File: src/rtl/fft_pair_feeder.sv
`default_nettype none
// ============================================================================
// Module   : fft_pair_feeder
// Purpose  : Upstream stage of the fft multiplier datapath. Collects a serial
//            stream of samples into N-sample frames using two ping-pong
//            banks, then replays each complete frame as N/2 butterfly operand
//            pairs (x[k], x[k+N/2]) for the multiplier's data1/data2 inputs.
// Ports    : clk       - system clock, rising edge
//            rst_n     - asynchronous active-low reset
//            in_valid  - in_data carries a sample this cycle
//            in_data   - input sample (DW bits)
//            in_ready  - block can accept a sample this cycle (registered)
//            out_valid - out_a/out_b/out_idx/out_last hold a valid pair
//            out_ready - downstream takes the pair this cycle
//            out_a     - x[k], feeds multiplier data1
//            out_b     - x[k+N/2], feeds multiplier data2
//            out_idx   - pair index k, 0..N/2-1
//            out_last  - high with the final pair of a frame
// Revision : 1.0 - initial release
// ============================================================================
module fft_pair_feeder #(
  parameter int N  = 16,
  parameter int DW = 8,
  parameter int AW = 4
) (
  input  logic          clk,
  input  logic          rst_n,
  input  logic          in_valid,
  input  logic [DW-1:0] in_data,
  output logic          in_ready,
  output logic          out_valid,
  input  logic          out_ready,
  output logic [DW-1:0] out_a,
  output logic [DW-1:0] out_b,
  output logic [AW-2:0] out_idx,
  output logic          out_last
);

  localparam int            HALF    = N / 2;
  localparam logic [AW-1:0] WR_LAST = AW'(N - 1);
  localparam logic [AW-2:0] RD_LAST = (AW - 1)'(HALF - 1);

  if (N < 4 || (1 << AW) != N) begin : g_param_check
    $error("fft_pair_feeder: N must be a power of 2 >= 4 and equal 2**AW");
  end

  typedef enum logic [0:0] {
    S_IDLE   = 1'b0,
    S_STREAM = 1'b1
  } state_t;

  // Both banks live in one array; the bank select is the address MSB.
  logic [DW-1:0] mem [2*N];

  logic          wr_bank;
  logic [AW-1:0] wr_cnt;
  logic [1:0]    bank_full;
  logic          rd_bank;
  logic [AW-2:0] rd_cnt;
  state_t        state;

  logic          accept;
  logic          frame_done;
  logic          pair_take;
  logic          release_bank;
  logic [1:0]    full_nxt;
  logic          wr_bank_nxt;

  // Address of x[k] (upper=0) or x[k+N/2] (upper=1) within a bank.
  function automatic logic [AW:0] pair_addr(input logic bank, input logic upper,
                                            input logic [AW-2:0] k);
    return {bank, upper, k};
  endfunction

  assign accept       = in_valid && in_ready;
  assign frame_done   = accept && (wr_cnt == WR_LAST);
  assign pair_take    = out_valid && out_ready;
  assign release_bank = (state == S_STREAM) && pair_take && out_last;
  assign wr_bank_nxt  = wr_bank ^ frame_done;

  // A frame may complete in the same cycle the other bank is released; both
  // flag updates apply. They never target the same bank because the write
  // bank's flag is clear whenever samples are being accepted into it.
  always_comb begin
    full_nxt = bank_full;
    if (frame_done)   full_nxt[wr_bank] = 1'b1;
    if (release_bank) full_nxt[rd_bank] = 1'b0;
  end

  // Sample storage: contents need no reset.
  always_ff @(posedge clk) begin
    if (accept) begin
      mem[{wr_bank, wr_cnt}] <= in_data;
    end
  end

  // Write side. in_ready is computed from next-state values so that it is a
  // pure register yet still reopens the cycle after a bank is released.
  always_ff @(posedge clk or negedge rst_n) begin
    if (!rst_n) begin
      wr_bank   <= 1'b0;
      wr_cnt    <= '0;
      bank_full <= 2'b00;
      in_ready  <= 1'b1;
    end else begin
      if (accept) begin
        wr_cnt <= wr_cnt + 1'b1;  // wraps to 0 on the Nth sample
      end
      wr_bank   <= wr_bank_nxt;
      bank_full <= full_nxt;
      in_ready  <= !full_nxt[wr_bank_nxt];
    end
  end

  // Read side FSM with registered outputs.
  always_ff @(posedge clk or negedge rst_n) begin
    if (!rst_n) begin
      state     <= S_IDLE;
      rd_bank   <= 1'b0;
      rd_cnt    <= '0;
      out_valid <= 1'b0;
      out_a     <= '0;
      out_b     <= '0;
      out_idx   <= '0;
      out_last  <= 1'b0;
    end else begin
      case (state)
        S_IDLE: begin
          if (bank_full[rd_bank]) begin
            out_a     <= mem[pair_addr(rd_bank, 1'b0, '0)];
            out_b     <= mem[pair_addr(rd_bank, 1'b1, '0)];
            out_idx   <= '0;
            out_last  <= (HALF == 1);
            out_valid <= 1'b1;
            rd_cnt    <= (AW - 1)'(1);
            state     <= S_STREAM;
          end
        end

        S_STREAM: begin
          if (pair_take) begin
            if (out_last) begin
              rd_bank <= ~rd_bank;
              // Zero-bubble chaining when the other bank is already waiting.
              if (bank_full[~rd_bank]) begin
                out_a    <= mem[pair_addr(~rd_bank, 1'b0, '0)];
                out_b    <= mem[pair_addr(~rd_bank, 1'b1, '0)];
                out_idx  <= '0;
                out_last <= (HALF == 1);
                rd_cnt   <= (AW - 1)'(1);
              end else begin
                out_valid <= 1'b0;
                state     <= S_IDLE;
              end
            end else begin
              out_a    <= mem[pair_addr(rd_bank, 1'b0, rd_cnt)];
              out_b    <= mem[pair_addr(rd_bank, 1'b1, rd_cnt)];
              out_idx  <= rd_cnt;
              out_last <= (rd_cnt == RD_LAST);
              rd_cnt   <= rd_cnt + 1'b1;
            end
          end
        end

        default: begin
          state     <= S_IDLE;
          out_valid <= 1'b0;
        end
      endcase
    end
  end

endmodule
`default_nettype wire

File: config.mk
export PLATFORM = sky130hd
export DESIGN_NAME = fft_pair_feeder
export DESIGN_NICKNAME = d
export VERILOG_FILES = /design/src/rtl/fft_pair_feeder.sv
export SDC_FILE = /design/constraint.sdc
export NUM_CORES = 1
export LEC_CHECK = 0
export CORE_ASPECT_RATIO = 1.4
export CORE_MARGIN = 8
export CORE_UTILIZATION = 45
export DETAILED_ROUTE_END_ITERATION = 8
export PLACE_DENSITY = 0.76
export SYNTH_ARGS = -nofsm -noshare
export SYNTH_HDL_FRONTEND = slang
export SYNTH_SLANG_ARGS = --single-unit
export TNS_END_PERCENT = 100
File: constraint.sdc
create_clock -name clk -period 2.14 [get_ports clk]
set_clock_uncertainty 0.2 [all_clocks]
set_input_delay 0.321 -clock clk [delete_from_list [all_inputs] [get_ports clk]]
set_output_delay 0.321 -clock clk [all_outputs]
set_load 0.005 [all_outputs]
Word level (Yosys, flattened, before mapping)
Memory sizes are Yosys's and may differ from the RTL's.
Index checks and enable logic that the tools add are counted.
{"block": "word_totals", "register_bits": 34, "mem_bits_rw": 256, "input_bits": 12, "output_inout_bits": 22, "n_memories": 1}
{"name": "mem", "depth": 32, "word_bits": 8, "read_ports": 6, "rd_clocked_by_memory_dff": 0, "write_ports": 1, "line": "53", "text": "logic [DW-1:0] mem [2*N];"}
{"block": "classes", "n_addsub": 2, "magnitude_cmp": 6, "n_eq_ne": 7, "mux": 49, "n_bitwise": 6, "n_reduce_logical": 12}
{"cell": "$mux 8", "n": 8}
{"cell": "$pmux 8 s2", "n": 2}
{"cell": "$mux 3", "n": 8}
{"cell": "$mux 1", "n": 22}
{"cell": "$pmux 3 s2", "n": 2}
{"cell": "$lt 1x2->1 const B", "n": 4}
{"cell": "$logic_and 1x1->1", "n": 7}
{"cell": "$ne 2x2->1 const B", "n": 3}
{"cell": "$pmux 1 s2", "n": 3}
{"cell": "$reduce_and 3->1", "n": 2}
{"cell": "$add 4x1->4 const B", "n": 1}
{"cell": "$eq 4x4->1 const B", "n": 1}
{"cell": "$mux 2", "n": 2}
{"cell": "$reduce_and 4->1", "n": 1}
{"cell": "$add 3x1->3 const B", "n": 1}
{"cell": "$eq 3x3->1 const B", "n": 1}
{"cell": "$ne 3x2->1 const B", "n": 1}
{"cell": "$and 2x2->2", "n": 1}
{"cell": "$demux 1 s1", "n": 2}
{"cell": "$ge 1x1->1 const B", "n": 2}
{"cell": "$ne 2x1->1 const B", "n": 1}
{"cell": "$not 1->1", "n": 2}
{"cell": "$not 2->2", "n": 1}
{"cell": "$or 2x2->2", "n": 1}
{"cell": "3 further kinds", "n": 3}

Depth between registers and ports, before layout
Gate-level depths: netlist (run 1).
{"block": "logic_depth", "ltp_word": 11, "depth_mapped": 7, "ltp_nobuf": 5}

Least setup slack after synthesis (run 1)
OpenSTA, ideal clock, no wires.
{"block": "synth_path", "path_kind": "reg2reg", "start": "register wr_cnt[2]", "end": "memory mem[17][0], enable pin", "arrival_ns": 1.456, "t_required_ns": 1.570, "setup_slack_ns": 0.114, "stages_incl_launch_ff": 4, "n_path_buf": 1, "period_less_slack_ns": 2.026, "path_cell_list": "dfrtp_1 clkbuf_1 or3b_2 nor2_1"}
{"item": "from (decl)", "line": "56", "text": "logic [AW-1:0] wr_cnt;"}
{"item": "from (signal assigned)", "line": "107", "text": "wr_cnt <= wr_cnt + 1'b1;"}
{"item": "to (decl)", "line": "53"}
No word-level cell before the write port.

Worst setup path in the final report (run 1)
{"block": "layout_path", "start": "register state", "end": "register out_b[6]"}
{"block": "layout_via", "elab_chain_len": 3, "elab_cells_between_ends": 6}
{"item": "from (decl)", "line": "60", "text": "state_t state;"}
{"item": "from (signal assigned)", "line": "118", "text": "state <= S_IDLE;"}
{"item": "from (signal assigned)", "line": "136", "text": "state <= S_STREAM;"}
{"item": "from (signal assigned)", "line": "153", "text": "state <= S_IDLE;"}
{"item": "$not 1->1"}
{"item": "$ne 2x2->1 (no line)"}
{"item": "$reduce_and 3->1 (no line)"}
{"item": "to (signal assigned)", "line": "131", "text": "out_b <= mem[pair_addr(rd_bank, 1'b1, '0)];"}
{"item": "to (signal assigned)", "line": "147", "text": "out_b <= mem[pair_addr(~rd_bank, 1'b1, '0)];"}
{"item": "to (signal assigned)", "line": "157", "text": "out_b <= mem[pair_addr(rd_bank, 1'b1, rd_cnt)];"}
{"item": "to (decl)", "line": "34", "text": "output logic [DW-1:0] out_b,"}
Parallel ways exist; a longest one is shown, timed or not.
A chain may end at the register's enable or synchronous reset.

==> run_results.csv, run 1 <==
group,metric,value,unit
detailed_routing,route.detailed.drc,0,
detailed_routing,vias,6784,
detailed_routing,antenna_left,0,
synth,synth-main-ff-cell,"edfxtp_1",
power,power.density,1190,mW/mm2
clocking,cts_num_sinks,290,
timing,setup_tns,0,ns
detailed_routing,drt_iter0_drc,568,
placement,place_hpwl,17.9,mm
global_route,grt_pass1_wl,40.7,mm
worst_setup_path,path_cells,"nor2b_2 -> and2_1 -> buf_4 -> nand3_1 -> a31oi_1",
power,ir_drop,0.517,mV
power,switching_share,30.3,%
timing,grt_setup_unrepaired,"false",
cells_and_area,synthToLayoutAreaGrowth,17.0,%
placement,gp_congestion,0.813,
detailed_routing,totalWireLength,27.0,mm
synth,synth_area,0.0121,mm2
floorplanning,die_y,210,um
cells_and_area,drive_above_1_share,21.4,%
synth,yosysMostFrequentCell,"edfxtp_1",
synth,syn_avg_cell_area,17.0,um2
timing,hold_viol,0,
global_route,grt_antenna_before_repair,0,
power,power.internal,11.7,mW
timing,timing.slew.headroom,68.4,%
timing,worst_pin_slew,0.474,ns
clocking,numCtsBuffers,25,
global_route,grt_max_degree,35,
cells_and_area,fillCellCount,2075,
worst_setup_path,setup.worst_path.start_class,"flip-flop",
cells_and_area,diodes,0,
floorplanning,row_count,71,
floorplanning,die_w,154,um
synth,synth_top_area_share,63.7,%
power,p_comb_share,31.4,%
detailed_routing,firstDrtPassIters,7,
cells_and_area,multiInputGateArea,0.00321,mm2
global_route,grt_pass1_vias,6892,
worst_setup_path,cp_slowest_cell,"dfrtp_1",
worst_setup_path,arrival,2.29,ns
clocking,clk_pin_slew,0.07,ns
synth,async_flop_share,11.7,%
placement,dp_slack,-0.0704,ns
floorplanning,initial_core_util,45.2,%
floorplanning,die-area,0.0324,mm2
global_route,grt_overflow,0,
synth,synth_edf_count,256,
worst_setup_path,critPathKind,"flip-flop to flip-flop",
cells_and_area,nNetsFinal,831,
hold_path,hold_path.class,"primary input to async pin",
global_route,grt.total_usage,16.5,%
timing,period_minus_slack,2.05,ns
detailed_routing,via_per_inst,5.85,
clocking,cts_root_buf,"clkbuf_16",
synth,syn_inst,711,
timing,maxSlewViolCount,0,
power,power,16.8,mW
floorplanning,io_pins,34,
clocking,clk_path_buf_depth,3,
timing,fin_crit_sh,95.7,%
synth,netlist_top_cells_area,"edfxtp_1, mux2i_1, dfrtp_1",
clocking,cts_tree,"done",
synth,syn-num-nets,729,
synth,synth_top_cell_by_area,"edfxtp_1",
power,power_frac_seq,42.5,%
power,p_leak,4.89,nW
synth,yosys-top-cells-count,"edfxtp_1, mux2i_1, nor2_1, dfrtp_1, mux4_2",
synth,ys_ff_latch,290,
worst_setup_path,slowest_delay,0.59,ns
floorplanning,coreArea,0.0267,mm2
synth,yosysUniqueCellTypes,43,
power,switchingPower,5.08,mW
placement,portBuffers,33,
outcome,outcome,"completed",
timing,setup_violations,0,
clocking,hold_buffers,0,
clocking,clk_latency,0.53,ns
cells_and_area,regArea,0.00855,mm2
synth,yosysSeqAreaShare,70.8,%
power,p_clk_share,26.1,%
worst_setup_path,end_kind,"flip-flop",
timing,max_clock_freq,0.489,GHz
timing,finalWorstSetupSlack,0.0931,ns
flow_run,cap_viol_max_count,0,
synth,yosysWarnings,0,
worst_setup_path,required,2.38,ns
detailed_routing,wire_per_inst,23.3,um
clocking,cts_max_level,1,
worst_setup_path,crit_fanout,16,
==> placed cells by master, fill, tap and decap left out, types with 9 or more instances in the layout <==
master,n
clkdlybuf4s50_1,32
a22oi_1,32
nand2_1,10
clkbuf_16,25
nor2_1,36
buf_4,84
a2bb2oi_1,13
nor3_1,16
mux4_2,33
o22ai_1,19
inv_1,9
edfxtp_1,256
mux2i_1,104
nand3_1,22
dfrtp_1,29
a31oi_1,17
a21oi_1,17
==> area by class of cell <==
class | instances | area share [%]
Clock inverter | 14 | 0.993
Timing Repair Buffer | 125 | 7.94
Multi-Input combinational cell | 362 | 22.7
Clock buffer | 32 | 4.62
Tap cell | 328 | 2.91
Sequential cell | 290 | 60.6
Inverter | 9 | 0.239
==> registers in the layout (all words and copies together), names as in the netlist <==
signal     cells
mem          256
out_a          8
bank_full      2
out_valid      1
state          1
out_idx        3
rd_bank        1
in_ready       1
out_b          8
out_last       1
wr_cnt         4
wr_bank        1
rd_cnt         3
==> per-stage QoR <==
step | std cells | cell area [um2] | utilization [%] | hold WS (ns)
2_1_floorplan | 711 | 12100 | - | -0.175
3_3_place_gp | 1105 | 13200 | 49.7 | 0.310
3_5_place_dp | 1105 | 13200 | 49.7 | 0.314
4_1_cts | 1151 | 14000 | 52.6 | 0.0183
5_1_grt | 1160 | 14100 | 52.9 | 0.0518
6_report | 1160 | 14100 | 52.9 | 0.0259
==> critical path, delay by kind of cell (launching register included) <==
family / cells / cell delay, ns
AOI/OAI and AO/OA: 1 / 0.24
buffers and inverters: 1 / 0.22
DFF: 1 / 0.59
and+or+nand+nor: 3 / 0.71
==> routing by layer <==
metal  vias to the layer above  wire length, um  GRT usage, %
li1                       3043                -             -
met1                      3377             9860          19.0
met2                       304            14100          29.5
met3                        60             2120          3.31
met4                         0              890          6.85
met5                         -                0             0
==> cells by family after synthesis <==
logic type,synth area share [%]
xor gates and xnor gates,0.291
AOI/OAI and AO/OA,6.50
and+or+nand+nor,4.22
buffers and inverters,2.67
DFF,70.8
muxes,14.9
adders and majority gates,0.623
==> path summary, 6_finish.rpt <==
check                                             from                     end  slack (ns)  cells past startpoint
min in group clk                out_idx[2]$_DFFE_PN0P_  out_idx[2]$_DFFE_PN0P_        0.32                      2
worst max register to register         state$_DFF_PN0_    out_b[6]$_DFFE_PN0P_        0.09                      5
worst min register to register  out_idx[2]$_DFFE_PN0P_  out_idx[2]$_DFFE_PN0P_        0.32                      2
max in group asynchronous                        rst_n   rd_cnt[0]$_DFFE_PN0P_        1.34                      2
worst max-delay path                   state$_DFF_PN0_    out_b[6]$_DFFE_PN0P_        0.09                      5
worst min-delay path                             rst_n    out_b[6]$_DFFE_PN0P_        0.03                      2
==> power groups by stage <==
stage	clock network, mW	logic, mW	registers [mW]
6_report	4.37	5.27	7.13
2_1_floorplan	0	3.37	7.04
5_1_grt	4.65	5.63	7.18
3_5_place_dp	0	5.09	7.28
4_1_cts	4.43	5.11	7.16
3_3_place_gp	0	4.99	7.25
==> repair_timing <==
item / CTS / global route
hold endpoints to repair: 0 / 0
setup buffers: 0 / 9
pin swaps: 0 / 0
setup endpoints to repair: 2 / 5
resized for setup: 2 / 1
Power figures use the tool's default switching activity.
==> run 2, diff against run 1 <==
--- a/config.mk
+++ b/config.mk
@@ -10,6 +10,7 @@
 export CORE_UTILIZATION = 45
 export DETAILED_ROUTE_END_ITERATION = 8
 export PLACE_DENSITY = 0.76
+export SKIP_CTS_REPAIR_TIMING = 1
 export SYNTH_ARGS = -nofsm -noshare
 export SYNTH_HDL_FRONTEND = slang
 export SYNTH_SLANG_ARGS = --single-unit
==> run_results.csv, run 2 (synthesized netlist as in run 1, its figures left out) <==
group,metric,value,unit
worst_setup_path,critPathKind,"flip-flop to flip-flop",
detailed_routing,wire_per_inst,23.3,um
detailed_routing,firstDrtPassIters,6,
placement,portBuffers,33,
power,power.density,1190,mW/mm2
worst_setup_path,r2r_slack,0.08,ns
timing,setup_violations,0,
worst_setup_path,setup.worst_path.start_class,"flip-flop",
worst_setup_path,rr_worst_depth,5,
power,switching_share,30.2,%
hold_path,hold_path.class,"primary input to async pin",
detailed_routing,antenna_left,0,
clocking,clk_path_buf_depth,3,
timing,max_clock_freq,0.485,GHz
placement,placed_cells,1105,
timing,grt_setup_unrepaired,"false",
power,p_comb_share,31.3,%
worst_setup_path,arrival,2.30,ns
power,power.internal,11.7,mW
timing,maxSlewViolCount,0,
power,ir_drop,0.517,mV
floorplanning,initial_core_util,45.2,%
placement,dp_slack,-0.0704,ns
timing,period_minus_slack,2.06,ns
detailed_routing,via_per_inst,5.88,
clocking,clk_pin_slew,0.07,ns
global_route,grt_max_degree,35,
cells_and_area,reg_top3,"mem x256, out_a x8, out_b x8",
clocking,cts_tree,"done",
timing,hold_viol,0,
detailed_routing,drt_iter0_drc,570,
placement,place_hpwl,17.9,mm
cells_and_area,most-common-layout-cells,"edfxtp_1, mux2i_1, buf_4, nor2_1, mux4_2",
floorplanning,die_w,154,um
cells_and_area,drive_above_1_share,21.1,%
global_route,grt_pass1_wl,40.7,mm
power,p_clk_share,26.1,%
floorplanning,die_y,210,um
worst_setup_path,rr_endpoint,"out_b[6]$_DFFE_PN0P_",
cells_and_area,stdcell_count,1157,
worst_setup_path,required,2.38,ns
floorplanning,die-area,0.0324,mm2
placement,gp_congestion,0.813,
timing,finalWorstSetupSlack,0.0773,ns
timing,timing.slew.headroom,68.8,%
clocking,cts_num_sinks,290,
clocking,clk_latency,0.53,ns
cells_and_area,nNetsFinal,828,
power,p_leak,4.89,nW
floorplanning,coreArea,0.0267,mm2
detailed_routing,vias,6804,
detailed_routing,route.detailed.drc,0,
global_route,grt_antenna_before_repair,0,
clocking,numCtsBuffers,25,
clocking,cts_max_level,1,
outcome,outcome,"completed",
cells_and_area,diodes,0,
cells_and_area,top_register,"mem",
power,switchingPower,5.06,mW
detailed_routing,totalWireLength,26.9,mm
timing,worst_pin_slew,0.468,ns
global_route,grt_overflow,0,
flow_run,cap_viol_max_count,0,
floorplanning,row_count,71,
floorplanning,io_pins,34,
cells_and_area,layout_commonest_cell,"edfxtp_1",
worst_setup_path,end_kind,"flip-flop",
cells_and_area,synthToLayoutAreaGrowth,16.9,%
timing,fin_crit_sh,96.4,%
worst_setup_path,crit_fanout,16,
global_route,grt.total_usage,16.5,%
global_route,grt_pass1_vias,6883,
cells_and_area,largest_reg_flops,256,
worst_setup_path,r2r_start,"state$_DFF_PN0_",
clocking,cts_root_buf,"clkbuf_16",
power,power_frac_seq,42.6,%
==> run 2: cell types whose count changed in the layout (fill, tap and decap cells not counted) <==
cell and change:
buf_4 -3, dlymetal6s2s_1 +2, clkdlybuf4s50_1 -1, dlygate4sd2_1 -1
==> run 2: stage by stage <==
| stage | power [mW] | TNS (ns) | utilization, % | hold slack, ns | instance area [um2] |
|---|---|---|---|---|---|
| 2_1_floorplan | 10.4 | 0 | - | -0.175 | 12100 |
| 3_3_place_gp | 12.2 | -0.302 | 49.7 | 0.310 | 13200 |
| 3_5_place_dp | 12.4 | -1.95 | 49.7 | 0.314 | 13200 |
| 4_1_cts | 16.7 | -0.197 | 52.6 | 0.0184 | 14000 |
| 5_1_grt | 17.4 | 0 | 52.9 | 0.0518 | 14100 |
| 6_report | 16.7 | 0 | 52.9 | 0.0241 | 14100 |
==> run 2: worst max-delay path by stage <==
stage,start,to
floorplan,wr_cnt[2]$_DFFE_PN0P_,mem[17][0]$_DFFE_PP_
CTS,out_last$_DFFE_PN0P_,out_last
finish,state$_DFF_PN0_,out_b[6]$_DFFE_PN0P_
detailed placement,in_valid,mem[11][1]$_DFFE_PP_
global route,state$_DFF_PN0_,out_b[4]$_DFFE_PN0P_
global placement,in_valid,mem[3][5]$_DFFE_PP_
==> run 2: layout make-up <==
type,instances,area [um2]
Clock buffer,32,652
Clock inverter,14,140
Sequential cell,290,8550
Tap cell,328,410
Inverter,9,33.8
Multi-Input combinational cell,362,3210
Timing Repair Buffer,122,1100
Fill cell,2075,12600
==> run 2: worst max-delay path, cell delays in order (launching register included) <==
cell and delay, ns:
dfrtp_1 0.61, nor2b_2 0.36, and2_1 0.17, buf_4 0.22, nand3_1 0.18, a31oi_1 0.23
==> run 2: metal layers <==
layer	GRT usage (%)	vias up	part of all wire (%)
li1	-	3041	-
met1	19.0	3397	37
met2	29.5	296	52
met3	3.42	70	7.7
met4	6.85	0	3.5
met5	0	-	0
==> run 2: power by group through the flow <==
stage               Combinational [mW]  Clock, mW  Sequential (mW)
floorplan                         3.37          0             7.04
global placement                  4.99          0             7.25
detailed placement                5.09          0             7.28
CTS                               5.12       4.43             7.16
global route                      5.61       4.65             7.19
finish                            5.23       4.37             7.13
==> run 3, diff against run 2 <==
--- a/config.mk
+++ b/config.mk
@@ -10,6 +10,7 @@
 export CORE_UTILIZATION = 45
 export DETAILED_ROUTE_END_ITERATION = 8
 export PLACE_DENSITY = 0.76
+export REMOVE_ABC_BUFFERS = 1
 export SKIP_CTS_REPAIR_TIMING = 1
 export SYNTH_ARGS = -nofsm -noshare
 export SYNTH_HDL_FRONTEND = slang
==> run_results.csv, run 3 (synthesized netlist as in run 1, its figures left out) <==
group,metric,value,unit
timing,timing.slew.headroom,44.8,%
global_route,grt.total_usage,17.1,%
worst_setup_path,end_kind,"flip-flop",
clocking,cts_root_buf,"clkbuf_16",
clocking,clk_latency,0.53,ns
cells_and_area,drive_above_1_share,22.0,%
power,power,17.1,mW
cells_and_area,nNetsFinal,836,
timing,maxSlewViolCount,0,
worst_setup_path,cp_slowest_cell,"mux4_2",
worst_setup_path,setup.worst_path.start_class,"flip-flop",
placement,placed_cell_area,0.0133,mm2
cells_and_area,largest_reg_flops,256,
floorplanning,coreArea,0.0267,mm2
global_route,grt_antenna_before_repair,0,
worst_setup_path,path_buf_inv,2,
hold_path,hold_path.class,"primary input to async pin",
floorplanning,row_count,71,
flow_run,cap_viol_max_count,0,
timing,max_clock_freq,0.476,GHz
timing,worst_pin_slew,0.828,ns
outcome,outcome,"completed",
global_route,grt_max_degree,35,
detailed_routing,totalWireLength,27.8,mm
cells_and_area,reg_top3,"mem x256, out_a x8, out_b x8",
floorplanning,io_pins,34,
global_route,grt_pass1_vias,7057,
worst_setup_path,critPathKind,"flip-flop to flip-flop",
clocking,cts_tree,"done",
detailed_routing,via_per_inst,5.92,
worst_setup_path,crit_family,"multiplexers",
power,ir_drop,0.747,mV
cells_and_area,postLayoutCoreUtil,53.2,%
cells_and_area,layout_commonest_cell,"edfxtp_1",
timing,whs,0.222,ns
floorplanning,die-area,0.0324,mm2
cells_and_area,synthToLayoutAreaGrowth,17.6,%
timing,fin_crit_sh,98.1,%
detailed_routing,antenna_left,0,
cells_and_area,regArea,0.00855,mm2
detailed_routing,wire_per_inst,23.9,um
floorplanning,die_y,210,um
power,p_leak,4.94,nW
timing,setup_tns,0,ns
worst_setup_path,arrival,2.29,ns
placement,place_hpwl,18.6,mm
detailed_routing,route.detailed.drc,0,
clocking,clk_path_buf_depth,3,
timing,hold_viol,0,
worst_setup_path,slowest_delay,0.52,ns
cells_and_area,top_register,"mem",
floorplanning,die_w,154,um
cells_and_area,most-common-layout-cells,"edfxtp_1, mux2i_1, buf_4, nor2_1, mux4_2",
detailed_routing,firstDrtPassIters,5,
worst_setup_path,path_cells,"buf_12 -> buf_12 -> mux4_2 -> a2bb2oi_1 -> a31oi_1",
power,power.density,1210,mW/mm2
global_route,grt_overflow,0,
timing,grt_setup_unrepaired,"false",
worst_setup_path,required,2.33,ns
detailed_routing,vias,6896,
cells_and_area,fillCellCount,2067,
clocking,cts_num_sinks,290,
worst_setup_path,crit_fanout,27,
timing,setup_violations,0,
cells_and_area,final_cell_area,0.0142,mm2
timing,period_minus_slack,2.10,ns
floorplanning,initial_core_util,45.2,%
clocking,cts_max_level,1,
cells_and_area,multiInputGateArea,0.00322,mm2
detailed_routing,drt_iter0_drc,521,
clocking,numCtsBuffers,26,
clocking,clk_pin_slew,0.06,ns
global_route,grt_pass1_wl,42.5,mm
placement,gp_congestion,0.844,
worst_setup_path,crit_top_cell,"buf_12",
placement,portBuffers,33,
cells_and_area,diodes,0,
## run 3: final cells by class
| class | count | area share, % |
|---|---|---|
| Clock buffer | 42 | 5.52 |
| Clock inverter | 5 | 0.521 |
| Inverter | 9 | 0.238 |
| Multi-Input combinational cell | 362 | 22.7 |
| Sequential cell | 290 | 60.3 |
| Tap cell | 328 | 2.89 |
| Timing Repair Buffer | 129 | 7.84 |
## run 3: final timing paths
| path | from | end | slack, ns | depth (start not counted) |
|---|---|---|---|---|
| max in group asynchronous | rst_n | rd_cnt[0]$_DFFE_PN0P_ | 0.91 | 2 |
| worst max-delay path | rd_cnt[0]$_DFFE_PN0P_ | out_b[2]$_DFFE_PN0P_ | 0.04 | 5 |
| worst max register to register | rd_cnt[0]$_DFFE_PN0P_ | out_b[2]$_DFFE_PN0P_ | 0.04 | 5 |
| min in group clk | out_idx[2]$_DFFE_PN0P_ | out_idx[2]$_DFFE_PN0P_ | 0.35 | 2 |
| worst min-delay path | rst_n | out_last$_DFFE_PN0P_ | 0.22 | 2 |
| worst min register to register | out_idx[2]$_DFFE_PN0P_ | out_idx[2]$_DFFE_PN0P_ | 0.35 | 2 |
## run 3: report_power, final
group	internal, mW	total [mW]	switching [mW]
clock	2.73	4.63	1.90
combinational	2.56	5.36	2.81
sequential	6.71	7.12	0.417
total	12.0	17.1	5.12
## run 3: stage by stage
step / instances / worst slack (ns)
3_5_place_dp: 1113 / -0.101
2_1_floorplan: 661 / -2.62
4_1_cts: 1160 / -0.176
5_1_grt: 1165 / 0.00414
3_3_place_gp: 1113 / -0.0395
6_report: 1165 / 0.0397
## run 3: worst register-to-register path, stage by stage (launching register included)
cell       delay [ns]
dfrtp_4          0.47
buf_12           0.24
buf_12           0.22
mux4_2           0.52
a2bb2oi_1        0.21
a31oi_1          0.11
## run 3: metal layers
metal / part of all wire (%) / wire length (um) / track usage, % / vias to the layer above
met3: 6.0 / 1670 / 2.31 / 60
li1: - / - / - / 3056
met2: 51 / 14300 / 29.7 / 266
met1: 39 / 10900 / 21.6 / 3514
met4: 3.5 / 988 / 6.20 / 0
met5: 0 / 0 / 0 / -
